$ cat src/rtl/lsu_ctrl_pkg.sv
// Shared memory-operation decode codes and the LSU sequencer state encoding.
package lsu_ctrl_pkg;

   localparam logic [3:0] MT_X  = 4'd0;
   localparam logic [3:0] MT_B  = 4'd1;
   localparam logic [3:0] MT_H  = 4'd2;
   localparam logic [3:0] MT_W  = 4'd3;
   localparam logic [3:0] MT_BU = 4'd4;
   localparam logic [3:0] MT_HU = 4'd5;

   localparam logic [1:0] M_X = 2'd0;
   localparam logic [1:0] M_R = 2'd1;
   localparam logic [1:0] M_W = 2'd2;

   typedef enum logic [1:0] {
      S_IDLE,
      S_REQ,
      S_WAIT,
      S_RESP
   } lsu_state_e;

endpackage

$ cat src/rtl/lsu_ctrl_if.sv
// Data-memory port bundle: request/grant/response bus between the LSU and memory.
interface lsu_ctrl_if;

   logic        mem_req;
   logic        mem_we;
   logic [31:0] mem_addr;
   logic [3:0]  mem_be;
   logic [31:0] mem_wdata;
   logic        mem_gnt;
   logic        mem_rvalid;
   logic [31:0] mem_rdata;

   modport master (
      output mem_req, mem_we, mem_addr, mem_be, mem_wdata,
      input  mem_gnt, mem_rvalid, mem_rdata
   );

   modport slave (
      input  mem_req, mem_we, mem_addr, mem_be, mem_wdata,
      output mem_gnt, mem_rvalid, mem_rdata
   );

endinterface

$ cat src/rtl/lsu_align.sv
// Combinational lane logic: byte enables, store replication, legality check,
// and load byte/half extraction with sign or zero extension.
module lsu_align
   import lsu_ctrl_pkg::*;
(
   input  logic [1:0]  req_write,
   input  logic [3:0]  req_type,
   input  logic [1:0]  req_off,
   input  logic [31:0] req_wdata,
   output logic [3:0]  be,
   output logic [31:0] lane_wdata,
   output logic        illegal,
   input  logic [3:0]  ld_type,
   input  logic [1:0]  ld_off,
   input  logic [31:0] rdata,
   output logic [31:0] ld_data
);

   logic               store;
   logic [31:0]        rshift;
   logic signed [7:0]  ld_byte;
   logic signed [15:0] ld_half;
   logic signed [31:0] sext_byte;
   logic signed [31:0] sext_half;

   assign store = (req_write == M_W);

   always_comb begin
      be         = 4'b0000;
      lane_wdata = '0;
      illegal    = 1'b0;
      case (req_type)
         MT_B, MT_BU: begin
            be         = 4'b0001 << req_off;
            lane_wdata = {4{req_wdata[7:0]}};
         end
         MT_H, MT_HU: begin
            be         = 4'b0011 << req_off;
            lane_wdata = {2{req_wdata[15:0]}};
            illegal    = req_off[0];
         end
         MT_W: begin
            be         = 4'b1111;
            lane_wdata = req_wdata;
            illegal    = (req_off != 2'b00);
         end
         MT_X:    illegal = 1'b1;
         default: illegal = 1'b1;
      endcase
      // Unsigned widths only make sense for loads; unknown write codes are rejected too.
      if (store && (req_type == MT_BU || req_type == MT_HU)) illegal = 1'b1;
      if (!store && req_write != M_R) illegal = 1'b1;
      if (!store) lane_wdata = '0;
   end

   assign rshift    = rdata >> {ld_off, 3'b000};
   assign ld_byte   = rshift[7:0];
   assign ld_half   = rshift[15:0];
   assign sext_byte = ld_byte;
   assign sext_half = ld_half;

   always_comb begin
      case (ld_type)
         MT_B:    ld_data = sext_byte;
         MT_H:    ld_data = sext_half;
         MT_BU:   ld_data = {24'b0, rshift[7:0]};
         MT_HU:   ld_data = {16'b0, rshift[15:0]};
         default: ld_data = rshift;
      endcase
   end

endmodule

$ cat src/rtl/lsu_ctrl.sv
// Load/store sequencer: accepts one memory op, runs a req/gnt/rvalid bus
// transaction, and returns extended load data or an access error.
module lsu_ctrl
   import lsu_ctrl_pkg::*;
(
   input  logic        clk,
   input  logic        rst_n,
   input  logic        req_valid,
   output logic        req_ready,
   input  logic [1:0]  req_write,
   input  logic [3:0]  req_type,
   input  logic [31:0] req_addr,
   input  logic [31:0] req_wdata,
   output logic        stall,
   lsu_ctrl_if.master  bus,
   output logic        resp_valid,
   output logic [31:0] resp_rdata,
   output logic        resp_err
);

   lsu_state_e  state;
   logic [3:0]  type_p1;
   logic [1:0]  off_p1;
   logic [3:0]  be;
   logic [31:0] lane_wdata;
   logic        illegal;
   logic [31:0] ld_data;

   assign req_ready = (state == S_IDLE);
   assign stall     = (state != S_IDLE);

   lsu_align u_align (
      .req_write  (req_write),
      .req_type   (req_type),
      .req_off    (req_addr[1:0]),
      .req_wdata  (req_wdata),
      .be         (be),
      .lane_wdata (lane_wdata),
      .illegal    (illegal),
      .ld_type    (type_p1),
      .ld_off     (off_p1),
      .rdata      (bus.mem_rdata),
      .ld_data    (ld_data)
   );

   always_ff @(posedge clk or negedge rst_n) begin
      if (!rst_n) begin
         state         <= S_IDLE;
         type_p1       <= MT_X;
         off_p1        <= 2'b00;
         bus.mem_req   <= 1'b0;
         bus.mem_we    <= 1'b0;
         bus.mem_addr  <= '0;
         bus.mem_be    <= 4'b0000;
         bus.mem_wdata <= '0;
         resp_valid    <= 1'b0;
         resp_rdata    <= '0;
         resp_err      <= 1'b0;
      end else begin
         case (state)
            S_IDLE: begin
               if (req_valid && req_write != M_X) begin
                  if (illegal) begin
                     state      <= S_RESP;
                     resp_valid <= 1'b1;
                     resp_err   <= 1'b1;
                     resp_rdata <= '0;
                  end else begin
                     state         <= S_REQ;
                     type_p1       <= req_type;
                     off_p1        <= req_addr[1:0];
                     bus.mem_req   <= 1'b1;
                     bus.mem_we    <= (req_write == M_W);
                     bus.mem_addr  <= {req_addr[31:2], 2'b00};
                     bus.mem_be    <= be;
                     bus.mem_wdata <= lane_wdata;
                  end
               end
            end
            // Bus fields stay frozen while the request waits for a grant.
            S_REQ: begin
               if (bus.mem_gnt) begin
                  state       <= S_WAIT;
                  bus.mem_req <= 1'b0;
               end
            end
            S_WAIT: begin
               if (bus.mem_rvalid) begin
                  state      <= S_RESP;
                  resp_valid <= 1'b1;
                  resp_err   <= 1'b0;
                  resp_rdata <= bus.mem_we ? 32'h0 : ld_data;
               end
            end
            S_RESP: begin
               state      <= S_IDLE;
               resp_valid <= 1'b0;
               resp_err   <= 1'b0;
            end
            default: state <= S_IDLE;
         endcase
      end
   end

endmodule

$ cat src/flat_wrapper.sv
// flat-port wrapper written by rule: the top's interface ports become plain ports
module lsu_ctrl_flat import lsu_ctrl_pkg::*;
  (clk, rst_n, req_valid, req_ready, req_write, req_type, req_addr, req_wdata, stall, resp_valid, resp_rdata, resp_err, bus_mem_req, bus_mem_we, bus_mem_addr, bus_mem_be, bus_mem_wdata, bus_mem_gnt, bus_mem_rvalid, bus_mem_rdata);
  lsu_ctrl_if bus_i ();
  input  logic clk;
  input  logic rst_n;
  input  logic req_valid;
  output logic req_ready;
  input  logic [1:0] req_write;
  input  logic [3:0] req_type;
  input  logic [31:0] req_addr;
  input  logic [31:0] req_wdata;
  output logic stall;
  output logic resp_valid;
  output logic [31:0] resp_rdata;
  output logic resp_err;
  output wire logic [$bits(bus_i.mem_req)-1:0] bus_mem_req;
  output wire logic [$bits(bus_i.mem_we)-1:0] bus_mem_we;
  output wire logic [$bits(bus_i.mem_addr)-1:0] bus_mem_addr;
  output wire logic [$bits(bus_i.mem_be)-1:0] bus_mem_be;
  output wire logic [$bits(bus_i.mem_wdata)-1:0] bus_mem_wdata;
  input wire logic [$bits(bus_i.mem_gnt)-1:0] bus_mem_gnt;
  input wire logic [$bits(bus_i.mem_rvalid)-1:0] bus_mem_rvalid;
  input wire logic [$bits(bus_i.mem_rdata)-1:0] bus_mem_rdata;
  assign bus_mem_req = bus_i.mem_req;
  assign bus_mem_we = bus_i.mem_we;
  assign bus_mem_addr = bus_i.mem_addr;
  assign bus_mem_be = bus_i.mem_be;
  assign bus_mem_wdata = bus_i.mem_wdata;
  assign bus_i.mem_gnt = bus_mem_gnt;
  assign bus_i.mem_rvalid = bus_mem_rvalid;
  assign bus_i.mem_rdata = bus_mem_rdata;
  lsu_ctrl u_core (.clk(clk), .rst_n(rst_n), .req_valid(req_valid), .req_ready(req_ready), .req_write(req_write), .req_type(req_type), .req_addr(req_addr), .req_wdata(req_wdata), .stall(stall), .bus(bus_i), .resp_valid(resp_valid), .resp_rdata(resp_rdata), .resp_err(resp_err));
endmodule
$ cat config.mk
export PLATFORM = sky130hd
export DESIGN_NAME = lsu_ctrl_flat
export DESIGN_NICKNAME = d
export VERILOG_FILES = /design/src/rtl/lsu_ctrl_pkg.sv /design/src/rtl/lsu_ctrl_if.sv /design/src/rtl/lsu_align.sv /design/src/rtl/lsu_ctrl.sv /design/src/flat_wrapper.sv
export SDC_FILE = /design/constraint.sdc
export NUM_CORES = 1
export LEC_CHECK = 0
export BUFFER_PORTS_ARGS = -buffer_cell sky130_fd_sc_hd__buf_2
export CORE_MARGIN = 5
export CORE_UTILIZATION = 35
export DETAILED_ROUTE_END_ITERATION = 16
export SYNTH_ARGS = -nofsm -noshare
export SYNTH_HDL_FRONTEND = slang
export SYNTH_SLANG_ARGS = --single-unit
$ cat constraint.sdc
create_clock -name clk -period 4.3 [get_ports clk]
set_clock_uncertainty 0.1 [all_clocks]
set_input_delay 0.86 -clock clk [delete_from_list [all_inputs] [get_ports clk]]
set_output_delay 0.86 -clock clk [all_outputs]
set_load 0.1 [all_outputs]
* Word level (Yosys, flattened, before mapping)
Index checks and enable logic that the tools add are counted.
Widths: inputs -> output; s select.
** Cells by class
- Shifts and indexed selects :: 3
- Eq/ne operators :: 19
- Bitwise operators :: 1
- Muxes and demuxes :: 27
- Reduce and logical (&&, ||, !) cells :: 19
** Operators with widths (number)
- $mux 32 :: 5
- $pmux 32 s4 :: 1
- $pmux 32 s3 :: 1
- $pmux 32 s2 :: 1
- $shr 32x5->32 :: 1
- $eq 4x3->1 const B :: 4
- $eq 4x2->1 const B :: 3
- $pmux 4 s3 :: 1
- $reduce_and 4->1 :: 3
- $reduce_bool 2->1 :: 5
- $mux 1 :: 9
- $pmux 1 s3 :: 3
- $eq 4x1->1 const B :: 2
- $mux 2 :: 4
- $pmux 2 s4 :: 1
- $eq 2x2->1 const B :: 3
- $ne 2x1->1 const B :: 3
- $ne 2x2->1 const B :: 3
- $reduce_and 3->1 :: 2
- $reduce_or 2->1 :: 2
- $shl 1x2->4 const A :: 1
- $shl 2x2->4 const A :: 1
- $logic_and 1x1->1 :: 3
- $reduce_bool 3->1 :: 1
- 6 further kinds :: 6
** Word-level totals
- Logic and storage cells :: 80
- Output and inout bits :: 106
- Input bits :: 107
- Bits in registers :: 110

* Logic depth before layout (Yosys ltp)
- Word-level depth :: 8
- Gate-level depth with buffers :: 10
- Depth with buffers taken out :: 7

* Modules after synthesis
From an unflattened synthesis, not the netlist that was laid out.
** Second synthesis, totals
- Cell total of the unflattened synthesis :: 549
- Area, all modules :: 6645.1 um^2
** By module, submodules not included
- lsu_ctrl :: area an instance 4904.7 um^2, seq. area each 2752.6 um^2, cells each 305, times used 1
- lsu_align :: area an instance 1740.4 um^2, seq. area each 0.0 um^2, cells each 244, times used 1

* Least setup slack after synthesis
OpenSTA, ideal clock, no wires.
- Path kind :: register to register
- Start point :: reg u_core.state[0]
- End point :: reg u_core.resp_rdata[0]
- Arrival time :: 2846 ps
- Buffers on the path :: 2
- Data required time :: 4074 ps
- Clock period less this slack :: 3071 ps
- Cell stages (with the launch flop) :: 9
- Path slack :: 1229 ps
- Setup time :: 126 ps
- Cell sequence :: dfrtp_1 inv_1 ha_1 nand2_1 o31ai_2 or2_2 clkbuf_1 buf_4 mux2_2
** On the way
- Word-level cells in the longest chain between the ends :: 3
- Elaborated cells on any way between the ends :: 8
- Those cells by class :: eq/ne (4); mux (1); reduce/logical (3)
** RTL lines
- from (decl) :: line lsu_ctrl.sv:21 : lsu_state_e state;
- from (signal assigned) :: line lsu_ctrl.sv:48 : state <= S_IDLE;
- from (signal assigned) :: line lsu_ctrl.sv:64 : state <= S_RESP;
- from (signal assigned) :: line lsu_ctrl.sv:69 : state <= S_REQ;
- $logic_not 2->1 (*)
- via req_ready :: line flat_wrapper.sv:8 : output logic req_ready;
- $ne 2x1->1 (no source line) / $reduce_bool 2->1 (equally long branches)
- $reduce_and 4->1 (no source line)
- to (signal assigned) :: line lsu_ctrl.sv:92 : resp_rdata <= bus.mem_we ? 32'h0 : ld_data;
- to (decl) :: line lsu_ctrl.sv:17 : output logic [31:0] resp_rdata,
Mark *: on every way through the listed nets, which the timed path passes. The rest lies on a longest branch.
A chain may end at the register's enable or synchronous reset.

* Worst setup path in the final report
- Start point :: in req_addr[1]
- End point :: reg u_core.bus.mem_wdata[17]
** On the way
- Word-level cells in the longest chain between the ends :: 6
** RTL lines
- from (decl) :: line flat_wrapper.sv:11 : input logic [31:0] req_addr;
- $reduce_bool 2->1 :: line lsu_align.sv:45 : illegal = (req_off != 2'b00);
- $pmux 1 s3 :: line lsu_align.sv:32 : case (req_type)
- $mux 1 :: line lsu_align.sv:51 : if (store && (req_type == MT_BU || req_type == MT_HU)) illegal = 1'b1;
- $mux 1 :: line lsu_align.sv:52 : if (!store && req_write != M_R) illegal = 1'b1;
- $not 1->1 (no source line)
- $reduce_and 3->1 (no source line)
- to (signal assigned) :: line lsu_ctrl.sv:76 : bus.mem_wdata <= lane_wdata;
- to (decl) :: line lsu_ctrl_if.sv:14 : output mem_req, mem_we, mem_addr, mem_be, mem_wdata,
Every way passes these cells.

==> results.txt <==
----------------------------------------------------
[Synthesis]
  Number of library cell types mapped by synthesis ... 48
  Post-Syn Area per Cell ... 11.0 sq um
  Post-synthesis sequential element count ... 110
  Cell with the most instances after synthesis ... sky130_fd_sc_hd__dfrtp_1
  Fraction of registers with async set/reset ... 100%
  Post-synthesis sequential area ratio ... 51.1%
  Synthesized cell area ... 5380 sq um
  Synth warn ... 0
  Most frequent cells after synthesis ... sky130_fd_sc_hd__dfrtp_1 (110), sky130_fd_sc_hd__nand2_1 (68), sky130_fd_sc_hd__mux2_2 (38)
  Proportion of netlist area held by the largest area contributor ... 51.1%
  Number of enable flip-flop cells after synthesis ... 0
  Largest area contributor in the netlist ... sky130_fd_sc_hd__dfrtp_1
  Count of mapped cells out of synthesis ... 488
  Top flip-flop cell by instance count after synthesis ... sky130_fd_sc_hd__dfrtp_1
  Largest cells by area after synthesis ... sky130_fd_sc_hd__dfrtp_1 (51%), sky130_fd_sc_hd__mux2_2 (7.9%), sky130_fd_sc_hd__nand2_1 (4.7%)

[Clock network]
  Clock tree from TritonCTS ... yes
  Cells resized by post-CTS repair ... 0
  Sinks on Clock Net ... 110
  Master cell of the clock root buffer ... sky130_fd_sc_hd__clkbuf_16
  TritonCTS buffer count ... 9
  Number of buffers inserted by hold repair at cts ... 0
  Post-CTS Setup Inserts ... 0
  Number of buffers on the longest clock path ... 2
  H-tree depth ... 3
  Clock transition at path regs ... 0.08 ns
  Insertion delay of the later-clocked pin in the worst-skew pair ... 0.35 ns

[Setup path]
  Number of buffer and inverter instances along the worst setup path ... 2
  Startpoint type of the worst setup path ... primary input
  Critical R2R Capture ... u_core.bus.mem_wdata[17]
  Critical path's most frequent cell ... sky130_fd_sc_hd__a211o_1
  Type of destination of the critical path ... flip-flop
  Max incr delay on CP ... 0.96 ns
  Register-to-Register Setup Slack ... 1.52 ns
  Biggest fanout along the worst timing path ... 101
  Worst setup startpoint ... req_addr[1]
  Number of gates on the worst path with buffers counted ... 6
  Critical path capture point ... u_core.bus.mem_wdata[17]
  Worst EP required ... 4.46 ns
  Cells along the critical path ... buf_2, a211o_1, a211o_1, or4_4, buf_4, o31ai_1
  Cell type group with the largest total delay on the critical path ... simple AND/OR/NAND/NOR gates
  Max stage delay cell, worst path ... sky130_fd_sc_hd__or4_4
  Startpoint of the most critical register-to-register path ... u_core.state[0]
  Number of cells on the worst reg-to-reg path ... 6
  Worst Setup Path Type ... in -> reg
  Arrival time worst endpoint ... 3.22 ns

[Detailed routing]
  Drt wl/cell ... 18.0 um
  Total length of routed wires ... 15,800 um
  Iteration count of the initial detailed-routing pass ... 6
  Routed vias ... 4,568
  Iteration-0 DRC Markers ... 255
  Remaining design rule violation count ... 0
  Via/cell ratio ... 5.23
  Number of nets with antenna violations after routing ... 0

[Layout]
  Fillers ... 1,458
  Total non-filler cell area in the finished layout ... 6880 sq um
  Area added between synthesis and finish ... 27.9%
  Number of inserted diodes ... 0
  Fraction of layout cells with a size suffix above 1 ... 42.4%
  Net count of the finished layout ... 794
  Final Instance Count excl. Fillers ... 874

[Floorplanning]
  Number of standard-cell rows in the floorplan ... 45
  Die Wd ... 134 um
  Die area ... 18,000 sq um
  Core Region ... 15,100 sq um
  Effective utilization at floorplan ... 35.5%
  Die extent in y ... 134 um
  I/O pin total ... 213

[GRT]
  Pin count of the biggest net entering global routing ... 102
  Wire length of the first global-routing pass ... 25,200 um
  Residual overflow from global routing ... 0
  Initial antenna violation count ... 0
  Overall Global Routing Usage ... 17.4%
  Vias in the first global route ... 4,791

[STA]
  RSZ-0062 raised after global routing ... false
  Tightest Pin Transition ... 1.17 ns
  Final hold vios ... 0
  Crit path time final ... 3.06 ns
  Final Setup Violations ... 0
  Share of the cycle needed by the critical path after routing ... 71.1%
  Final Max Slew Viols ... 0
  Max-slew headroom ... 21.5%
  Sum of negative setup slack ... 0 ns
  Highest achievable clock rate ... 327 MHz

[Place]
  Routability cong. ... 0.886
  Placed standard-cell area ... 6570 sq um
  Post-detailed-placement half-perimeter wirelength ... 12,000 um
  Number of buffers added on ports ... 210
  Number of placed cells counting well taps ... 858

[Power and ir drop]
  Total power divided by cell area ... 852 nW/um^2
  Leakage component of the power ... 0.00352 uW
  Maximum vdd drop ... 0.529 mV

[Hold path]
  Hold crit path type ... reg -> reg

[Job]
  Number of max-cap violations ... 0

[Outcome]
  Outcome ... complete, no violations

----------------------------------------------------
==> tightest hold or removal path, delay by kind of cell, from the launching register on <==
| kind | cells | cell delay [ns] |
|---|---|---|
| simple gates | 1 | 0.04 |
| flops | 1 | 0.34 |
| compound gates | 1 | 0.06 |
==> layer usage <==
| layer | wire length, um | up-vias | global-route usage [%] | share of wire (%) |
|---|---|---|---|---|
| met1 | 7060 | 2203 | 23.4 | 45 |
| met4 | 151 | 0 | 4.13 | 0.96 |
| met3 | 1280 | 10 | 5.36 | 8.1 |
| met2 | 7270 | 191 | 27.8 | 46 |
| li1 | - | 2164 | - | - |
| met5 | 0 | - | 0 | 0 |
==> flip-flops by register name, summed over array words and instances (netlist names) <==
signal,count
u_core.bus.mem_req,1
u_core.type_p1,4
u_core.off_p1,2
u_core.bus.mem_be,4
u_core.bus.mem_we,1
u_core.resp_err,1
u_core.resp_valid,1
u_core.state,2
u_core.bus.mem_wdata,32
u_core.bus.mem_addr,30
u_core.resp_rdata,32
==> per-stage QoR <==
stage	hold WS [ns]	total power, uW	utilization [%]	worst slack, ns
final	0.379	5870	45.4	1.24
after global routing	0.411	6150	45.4	1.04
after CTS	0.382	5920	45.4	1.24
after detailed placement	0.364	5030	43.4	0.871
after global placement	0.357	4980	43.4	0.900
after floorplan	0.400	4400	-	1.23
==> where the power goes <==
| part | internal (uW) | switching, uW | leakage, uW |
|---|---|---|---|
| clock | 464 | 408 | 0.000147 |
| combinational | 749 | 2750 | 0.00191 |
| sequential | 1320 | 173 | 0.00147 |
| total | 2540 | 3330 | 0.00352 |
==> placed cells by master (no fill, tap or decap), drive strengths merged, types with 3 or more instances in the layout <==
cell type,netlist,final
a211oi,14,14
a21oi,12,12
a222oi,8,8
a22o,15,15
a22oi,16,16
buf,16,220
clkbuf,23,9
clkinv,1,3
dfrtp,110,110
ha,6,6
inv,8,10
mux2,51,51
mux2i,16,16
nand2,68,68
nand2b,5,5
nor2,10,10
nor2b,10,10
nor3,4,4
o21a,3,3
o21ai,35,35
o31ai,27,27
==> cell families (layout without fill, tap and decap cells) <==
logic type | Yosys count | in the layout | synth area share, %
compound gates | 145 | 145 | 19.0
flops | 110 | 110 | 51.1
simple gates | 108 | 108 | 9.09
mux | 68 | 68 | 14.8
buf+inv | 48 | 245 | 4.21
fa+ha+maj | 6 | 6 | 1.39
xor+xnor | 2 | 2 | 0.325
other cells | 1 | 2 | 0.0697
==> worst min path at each step <==
| stage | from | end | slack (ns) | cells past startpoint |
|---|---|---|---|---|
| after floorplan | u_core.state[1] | u_core.state[1] | 0.40 | 2 |
| after global placement | u_core.bus.mem_wdata[28] | u_core.bus.mem_wdata[28] | 0.36 | 2 |
| after detailed placement | u_core.bus.mem_wdata[25] | u_core.bus.mem_wdata[25] | 0.36 | 2 |
| after CTS | u_core.bus.mem_wdata[16] | u_core.bus.mem_wdata[16] | 0.38 | 2 |
| after global routing | u_core.bus.mem_addr[14] | u_core.bus.mem_addr[14] | 0.41 | 1 |
| final | u_core.bus.mem_be[0] | u_core.bus.mem_be[0] | 0.38 | 2 |
==> final cells by class <==
type                            instances  area, sq um  share of cell area (%)
Clock buffer                            9          225                    3.27
Clock inverter                          7         90.1                    1.31
Inverter                                9         33.8                   0.491
Multi-Input combinational cell        331         2420                    35.1
Sequential cell                       110         2750                    40.0
Tap cell                              188          235                    3.42
Timing Repair Buffer                  220         1130                    16.4
Power figures use the tool's default switching activity.
